File: src/rtl/dmem_arbiter_pkg.sv
// rtl/dmem_arbiter_pkg.sv - shared memory package: access sizes and requester indices
package dmem_arbiter_pkg;

    typedef enum logic [1:0] {
        SZ_B = 2'b00,
        SZ_H = 2'b01,
        SZ_W = 2'b10,
        SZ_R = 2'b11
    } size_e;

    typedef enum logic {
        REQ_CORE = 1'b0,
        REQ_DBG  = 1'b1
    } req_idx_e;

endpackage

File: src/rtl/dmem_align_chk.sv
// rtl/dmem_align_chk.sv - flags misaligned or reserved-size data memory accesses
module dmem_align_chk
    import dmem_arbiter_pkg::*;
(
    input  logic [1:0] addr_lo,
    input  logic [1:0] size,
    output logic       misaligned
);

    // halfwords need even addresses, words need 4-byte alignment, size 11 is never legal
    always_comb begin
        misaligned = 1'b0;
        if (size == SZ_H && addr_lo[0])
            misaligned = 1'b1;
        if (size == SZ_W && addr_lo != 2'b00)
            misaligned = 1'b1;
        if (size == SZ_R)
            misaligned = 1'b1;
    end

endmodule

File: src/rtl/dmem_arbiter.sv
// rtl/dmem_arbiter.sv - round-robin core/debug arbiter for a single-port data memory
module dmem_arbiter
    import dmem_arbiter_pkg::*;
#(
    parameter int AW = 32,
    parameter int DW = 32
) (
    input  logic          clk,
    input  logic          reset,

    input  logic          c_req,
    input  logic          c_we,
    input  logic [AW-1:0] c_addr,
    input  logic [DW-1:0] c_wdata,
    input  logic [1:0]    c_size,
    output logic          c_gnt,
    output logic          c_rvalid,
    output logic          c_err,
    output logic [DW-1:0] c_rdata,

    input  logic          d_req,
    input  logic          d_we,
    input  logic [AW-1:0] d_addr,
    input  logic [DW-1:0] d_wdata,
    input  logic [1:0]    d_size,
    output logic          d_gnt,
    output logic          d_rvalid,
    output logic          d_err,
    output logic [DW-1:0] d_rdata,

    output logic          mem_we,
    output logic [AW-1:0] mem_a,
    output logic [DW-1:0] mem_wd,
    output logic [1:0]    mem_be,
    input  logic [DW-1:0] mem_rd
);

    req_idx_e last_q;

    logic     rsp_valid_q;
    req_idx_e rsp_owner_q;
    logic     rsp_err_q;
    logic     rsp_read_q;

    logic     c_mis;
    logic     d_mis;
    logic [DW-1:0] rsp_data;

    dmem_align_chk u_c_align (
        .addr_lo    (c_addr[1:0]),
        .size       (c_size),
        .misaligned (c_mis)
    );

    dmem_align_chk u_d_align (
        .addr_lo    (d_addr[1:0]),
        .size       (d_size),
        .misaligned (d_mis)
    );

    // grant the sole requester, or under contention the one that did not win last
    always_comb begin
        c_gnt = 1'b0;
        d_gnt = 1'b0;
        if (reset) begin
            c_gnt = c_req && (!d_req || last_q == REQ_DBG);
            d_gnt = d_req && (!c_req || last_q == REQ_CORE);
        end
    end

    // steer the winner onto the memory port; misaligned accesses never write
    always_comb begin
        mem_we = 1'b0;
        mem_a  = '0;
        mem_wd = '0;
        mem_be = 2'b00;
        if (c_gnt) begin
            mem_we = c_we && !c_mis;
            mem_a  = c_addr;
            mem_wd = c_wdata;
            mem_be = c_size;
        end else if (d_gnt) begin
            mem_we = d_we && !d_mis;
            mem_a  = d_addr;
            mem_wd = d_wdata;
            mem_be = d_size;
        end
    end

    // round-robin pointer and one-deep response tracker for the cycle-N winner
    always_ff @(posedge clk) begin
        if (!reset) begin
            last_q      <= REQ_DBG;
            rsp_valid_q <= 1'b0;
            rsp_owner_q <= REQ_CORE;
            rsp_err_q   <= 1'b0;
            rsp_read_q  <= 1'b0;
        end else begin
            rsp_valid_q <= c_gnt || d_gnt;
            if (c_gnt) begin
                last_q      <= REQ_CORE;
                rsp_owner_q <= REQ_CORE;
                rsp_err_q   <= c_mis;
                rsp_read_q  <= !c_we;
            end else if (d_gnt) begin
                last_q      <= REQ_DBG;
                rsp_owner_q <= REQ_DBG;
                rsp_err_q   <= d_mis;
                rsp_read_q  <= !d_we;
            end
        end
    end

    // route the response to its owner; writes and errors return zero data
    always_comb begin
        rsp_data = (rsp_valid_q && !rsp_err_q && rsp_read_q) ? mem_rd : '0;
        c_rvalid = rsp_valid_q && rsp_owner_q == REQ_CORE;
        d_rvalid = rsp_valid_q && rsp_owner_q == REQ_DBG;
        c_err    = c_rvalid && rsp_err_q;
        d_err    = d_rvalid && rsp_err_q;
        c_rdata  = c_rvalid ? rsp_data : '0;
        d_rdata  = d_rvalid ? rsp_data : '0;
    end

endmodule

File: config.mk
export PLATFORM = sky130hd
export DESIGN_NAME = dmem_arbiter
export DESIGN_NICKNAME = d
export VERILOG_FILES = /design/src/rtl/dmem_arbiter_pkg.sv /design/src/rtl/dmem_align_chk.sv /design/src/rtl/dmem_arbiter.sv
export SDC_FILE = /design/constraint.sdc
export NUM_CORES = 1
export LEC_CHECK = 0
export CAP_MARGIN = 15
export CORE_AREA = 8 8 114 116
export CTS_CLUSTER_SIZE = 10
export DETAILED_ROUTE_END_ITERATION = 6
export DIE_AREA = 0 0 122 124
export MAX_ROUTING_LAYER = met4
export SLEW_MARGIN = 20
export SYNTH_ARGS = -nofsm -noshare
export SYNTH_HDL_FRONTEND = slang
export SYNTH_SLANG_ARGS = --single-unit
File: constraint.sdc
create_clock -name clk -period 1.73 [get_ports clk]
set_input_delay 0.2595 -clock clk [delete_from_list [all_inputs] [get_ports clk]]
set_output_delay 0.2595 -clock clk [all_outputs]
set_load 0.02 [all_outputs]
==> results.yml, run 1 <==
placed_design:
  dp_slack_ns: -0.693
  routabilityCongestion: 0.830
  dp_hpwl_um: 10900
  io_buffers: 306
worst_setup_path:
  crit_required_ns: 1.47
  crit_chain: "nand2b_4 -> nand3_4 -> inv_8 -> buf_12 -> buf_16 -> a22o_1 -> buf_6"
  worst-path-max-fanout: 18
  crit_type: "flop to output pin"
  worst_path_largest_cell_delay_ns: 0.31
  crit_path_start_kind: "flop"
  path_buf_inv: 4
  crit_path_top_delay_cell: "dfxtp_2"
  crit_family: "buffers and inverters"
  worst_setup_path_end_kind: "output pin"
  worst_ep_arrival_time_ns: 1.51
yosys:
  muxShareOfSynthArea_pct: 0
  synth_compound_area_share_pct: 46.6
  synth_top_family_by_area: "compound AO/OA/AOI/OAI gates"
  syn-mean-instance-area_um2: 7.31
  synth_warnings: 0
  ys.flop_type: "dfxtp_1"
  ys_types: 24
  yosys.area.top_type: "a22o_1"
  async_flop_share_pct: 0
  synth_fp_nets: 357
  synth_area_leaders: "a22o_1, and2_1, dfxtp_1"
  synth_top_area_share_pct: 42.3
  synth_seq_cells: 5
  synth_edf_count: 0
  netlist_instances: 187
  synth_seq_area_share_pct: 7.33
  synthTopCellsByCount: "a22o_1, and2_1, buf_2"
  synth-xor-area-share_pct: 0
  syn_area_mm2: 0.00137
  synth_fa_ha_area_share_pct: 0
  yosys.area_share.simple_pct: 38.0
floorplan:
  ios: 307
  dieWidth_um: 122
  fp.coreArea_mm2: 0.0112
  die_y_um: 124
  num_rows: 39
  die_area_mm2: 0.0151
  initial_core_util_pct: 12.2
global_route:
  grt_max_degree: 33
  grt_usage_pct: 16.9
  grt_antenna_before_repair: 0
  grt_pass1_vias: 3219
  grt_overflow: 0
  grt_pass1_wl_um: 19100
min_path:
  hp-class: "input port to flop"
finish:
  nets: 687
  drive_gt1_share_pct: 45.7
  antenna_cells: 0
  syn2layout_area_growth_pct: 302
flow_run:
  drv_cap: 0
sta:
  fin_ws_ns: -0.0376
  rsz0062_at_grt: "true"
  relSlewSlack_pct: 82.9
  clock_skew_ns: 0.00126
  finalHoldViolations: 0
  clock.fmax_mhz: 566
  hold_slack_ns: 0.544
  setup_viol: 19
  period_share_pct: 102
  slew_viol_final: 0
  period_needed_ns: 1.77
  max_slew.worst_pin.slew_ns: 0.257
route:
  num_vias: 2893
  vias_per_cell: 4.39
  drtPass1Iterations: 4
  routed_wirelength_um: 14200
  drc: 0
  antenna_left: 0
  avgRoutedWirePerCell_um: 21.5
  drtIter0Drc: 66
clock_network:
  cts.sinks: 5
  htree_levels: 1
  root_buffer: "clkbuf_16"
  clkLatencyLatePin_ns: 0.23
  clk_pin_slew_ns: 0.03
  cts-buffers-inserted: 3
  cts_hold_repair.buffers: 0
  cts.path.max_buffers: 2
  tritoncts: "yes"
pwr:
  powerDensity_mw_per_mm2: 339
  peakVddDrop_uv: 234
  power.leakage_nw: 2.49
status:
  violations: "negative setup slack"
  status: "finished, violations left"
-- logic make-up (layout without fill, tap and decap cells) --
kind of cell | after synthesis | in the layout
and+or+nand+nor | 87 | 87
AOI/OAI and AO/OA | 73 | 73
buffers and inverters | 22 | 351
DFF | 5 | 5
-- worst reg2reg max path: stages (launching register included) --
cell	delay (ns)
dfxtp_2	0.32
buf_4	0.12
a21oi_4	0.06
buf_6	0.18
buf_4	0.16
or2_2	0.27
a41o_1	0.24
-- power breakdown --
part	internal [mW]	switching (mW)
clock	0.305	0.0752
sequential	0.128	0.00859
combinational	0.823	0.523
total	1.26	0.607
-- layout make-up --
class | count | area, um^2
Fill cell | 1045 | 5680
Timing Repair Buffer | 345 | 3810
Multi-Input combinational cell | 160 | 1310
Tap cell | 143 | 179
Sequential cell | 5 | 106
Clock buffer | 4 | 78.8
Inverter | 2 | 15.0
-- flip-flops by register name, summed over array words and instances (netlist names) --
| signal | flops |
|---|---|
| rsp_read_q | 1 |
| rsp_err_q | 1 |
| last_q | 1 |
| rsp_valid_q | 1 |
| rsp_owner_q | 1 |
-- placed cells by master (no fill, tap or decap), types with 2 or more instances in the layout --
master	instances
dlygate4sd2_1	3
a22o_1	66
and2_1	21
buf_16	4
buf_12	10
clkbuf_16	9
buf_4	26
dfxtp_2	2
nand2_1	7
clkdlybuf4s50_1	167
and2_4	45
and3b_2	2
nor2_1	2
buf_6	126
dfxtp_1	2
-- what timing repair did --
action | 4_1_cts | 5_1_grt
buffers inserted | 9 | 2
resized for setup | 668 | 200
gates cloned | 7 | 7
setup endpoints to repair | 134 | 133
hold endpoints to repair | 0 | 0
pin swaps | 16 | 64
-- per-layer routing --
| metal | track usage (%) | share of wire (%) | vias up |
|---|---|---|---|
| met4 | 3.01 | 1.3 | 0 |
| met1 | 16.7 | 36 | 1335 |
| li1 | - | - | 1354 |
| met3 | 3.90 | 7.9 | 10 |
| met2 | 33.0 | 54 | 194 |
| met5 | - | 0 | - |
-- stage by stage --
stage / std cells / area [um^2] / TNS [ns] / utilization (%) / power, mW
floorplan: 187 / 1370 / 0 / - / 0.526
global placement: 632 / 4700 / -52.12 / 42.1 / 1.29
detailed placement: 632 / 4700 / -52.88 / 42.1 / 1.29
CTS: 652 / 4790 / -0.977 / 42.9 / 1.78
global route: 659 / 5500 / -3.59 / 49.2 / 1.95
finish: 659 / 5500 / -0.274 / 49.2 / 1.86
-- path summary, 6_finish.rpt --
kind | start | end | slack, ns | cells after the start
setup / recovery | last_q$_SDFFE_PN1P_ | mem_wd[13] | -0.04 | 7
hold / removal | reset | last_q$_SDFFE_PN1P_ | 0.54 | 3
hold reg to reg | last_q$_SDFFE_PN1P_ | last_q$_SDFFE_PN1P_ | 0.59 | 3
setup reg to reg | last_q$_SDFFE_PN1P_ | rsp_read_q$_SDFFE_PN0P_ | 0.27 | 6
Power figures use the tool's default switching activity.
==> inputs of run 2 (changes only) <==
==> constraint.sdc (replaced) <==
create_clock -name clk -period 1.73 [get_ports clk]
set_input_delay 0.346 -clock clk [delete_from_list [all_inputs] [get_ports clk]]
set_output_delay 0.346 -clock clk [all_outputs]
set_load 0.02 [all_outputs]
==> run 2 against run 1 <==
  * Sequential power about the same
  * Global-route usage barely moved
  * Flip-flop and latch count unchanged
  * Sequential share of layout area down 0.087 points
  * Power is 2.4% higher
  * Hold slack got worse by 0.091 ns
  * Setup slack worse by 0.12 ns
  * The run still ends with negative setup slack left
  * Largest cell class unchanged
  * Via count is 0.31% higher
  * Highest routed layer unchanged
  * Critical path depth is 1 lower
==> results.yml, run 2 (synthesis gave the netlist of run 1 again) <==
finish:
  fin_util_pct: 51.5
  antenna_cells: 0
  final_cell_count_no_fill: 663
  final_common_cell: "clkdlybuf4s50_1"
  final_cell_mix: "clkdlybuf4s50_1, buf_6, and2_4, a22o_1, buf_4"
  num-fill-cells: 1039
  drive_gt1_share_pct: 52.1
  regArea_um2: 106
  multi_input_area_mm2: 0.00142
  nets: 691
  syn2layout_area_growth_pct: 321
floorplan:
  die_y_um: 124
  ios: 307
  dieWidth_um: 122
  die_area_mm2: 0.0151
  num_rows: 39
  initial_core_util_pct: 12.2
  fp.coreArea_mm2: 0.0112
route:
  vias_per_cell: 4.38
  antenna_left: 0
  drc: 0
  avgRoutedWirePerCell_um: 21.4
  drtIter0Drc: 55
  drtPass1Iterations: 4
  num_vias: 2902
  routed_wirelength_um: 14200
sta:
  setup_viol: 116
  fin_ws_ns: -0.160
  clock_skew_ns: 0.000653
  clock.fmax_mhz: 529
  relSlewSlack_pct: 84.3
  period_needed_ns: 1.89
  finalHoldViolations: 0
  period_share_pct: 109
  rsz0062_at_grt: "true"
  slew_viol_final: 0
  max_slew.worst_pin.slew_ns: 0.236
worst_setup_path:
  regToRegSetupSlack_ns: 0.12
  crit_path_start_kind: "flop"
  worst_setup_path_end_kind: "output pin"
  crit_path_top_delay_cell: "dfxtp_4"
  crit_type: "flop to output pin"
  crit_chain: "and2_4 -> and3b_2 -> buf_12 -> buf_16 -> and2_4 -> buf_6"
  worst-path-max-fanout: 8
  crit_top_cell: "and2_4"
  path_buf_inv: 3
  crit_required_ns: 1.38
  worst_ep_arrival_time_ns: 1.54
  reg2reg_from: "last_q$_SDFFE_PN1P_"
  worst_path_largest_cell_delay_ns: 0.35
  ff2ff_path_depth: 8
  crit_family: "simple AND/OR/NAND/NOR gates"
  worstReg2RegEnd: "rsp_read_q$_SDFFE_PN0P_"
placed_design:
  dp_hpwl_um: 10900
  dp_cells: 635
  io_buffers: 306
  routabilityCongestion: 0.771
global_route:
  grt_max_degree: 33
  grt_pass1_wl_um: 19000
  grt_usage_pct: 16.9
  grt_overflow: 0
  grt_antenna_before_repair: 0
  grt_pass1_vias: 3169
clock_network:
  cts.sinks: 5
  clkLatencyLatePin_ns: 0.23
  root_buffer: "clkbuf_16"
  cts_hold_repair.buffers: 0
  cts-buffers-inserted: 3
  htree_levels: 1
  cts.path.max_buffers: 2
  clk_pin_slew_ns: 0.03
  tritoncts: "yes"
pwr:
  finalPower_mw: 1.91
  peakVddDrop_uv: 261
  power.leakage_nw: 2.62
  powerDensity_mw_per_mm2: 332
status:
  violations: "negative setup slack"
  status: "finished, violations left"
min_path:
  holdPathStages: 2
  min_from: "reset"
  hp-class: "input port to flop"
  min_to: "rsp_read_q$_SDFFE_PN0P_"
flow_run:
  drv_cap: 0
==> run 2: worst max-delay path by stage <==
stage,start,end,cells past startpoint
5_1_grt,last_q$_SDFFE_PN1P_,mem_wd[5],7
3_5_place_dp,reset,mem_wd[6],6
6_report,rsp_owner_q$_SDFFE_PP0P_,d_rdata[19],6
4_1_cts,last_q$_SDFFE_PN1P_,mem_wd[14],7
2_1_floorplan,last_q$_SDFFE_PN1P_,mem_we,6
3_3_place_gp,reset,mem_wd[6],6
==> run 2: per-stage QoR <==
step           setup slack, ns  hold WS [ns]  area [um^2]  TNS (ns)
3_5_place_dp            -0.903         0.591         4720    -72.38
2_1_floorplan          0.00231         0.418         1370         0
4_1_cts                 -0.142         0.533         5250     -7.99
3_3_place_gp            -0.894         0.569         4720    -69.64
5_1_grt                 -0.186         0.465         5750    -14.16
6_report                -0.160         0.453         5750     -8.13
==> run 2: timing repair <==
| item | in CTS | in global routing |
|---|---|---|
| cloned | 10 | 8 |
| endpoints found under the setup margin | 138 | 134 |
| resized for setup | 781 | 154 |
| pin swaps | 68 | 57 |
| setup buffers | 11 | 2 |
==> run 2: power by group <==
part	switching, mW	internal (mW)	leakage (nW)	total (mW)
clock network	0.0723	0.305	0.0382	0.377
logic	0.539	0.854	2.54	1.39
registers	0.00973	0.128	0.0423	0.138
==> run 2: worst reg2reg max path, delay by kind of cell, from the launching register on <==
family | cells | cell delay (ns)
AO/OA/AOI/OAI | 2 | 0.26
buffers and inverters | 5 | 0.70
flip-flops | 1 | 0.33
AND/OR/NAND/NOR | 1 | 0.22
==> run 2: layout make-up <==
class / count / area share (%)
flip-flops and latches: 5 / 1.85
inverters: 2 / 0.261
multi-input cells: 160 / 24.7
clock buffers: 4 / 1.37
well taps: 143 / 3.11
repair buffers: 349 / 68.7
==> run 2: per-layer routing <==
| layer | wire (um) | GRT usage (%) | vias to the layer above |
|---|---|---|---|
| li1 | - | - | 1366 |
| met1 | 5370 | 18.2 | 1320 |
| met2 | 7560 | 31.4 | 206 |
| met3 | 1160 | 4.31 | 10 |
| met4 | 111 | 1.70 | 0 |
| met5 | 0 | - | - |
==> inputs of run 3 (changes only) <==
SLEW_MARGIN = unset   (was 20)
==> results of run 3 <==
The final DEF is identical to that of run 2; final timing and power are the same.
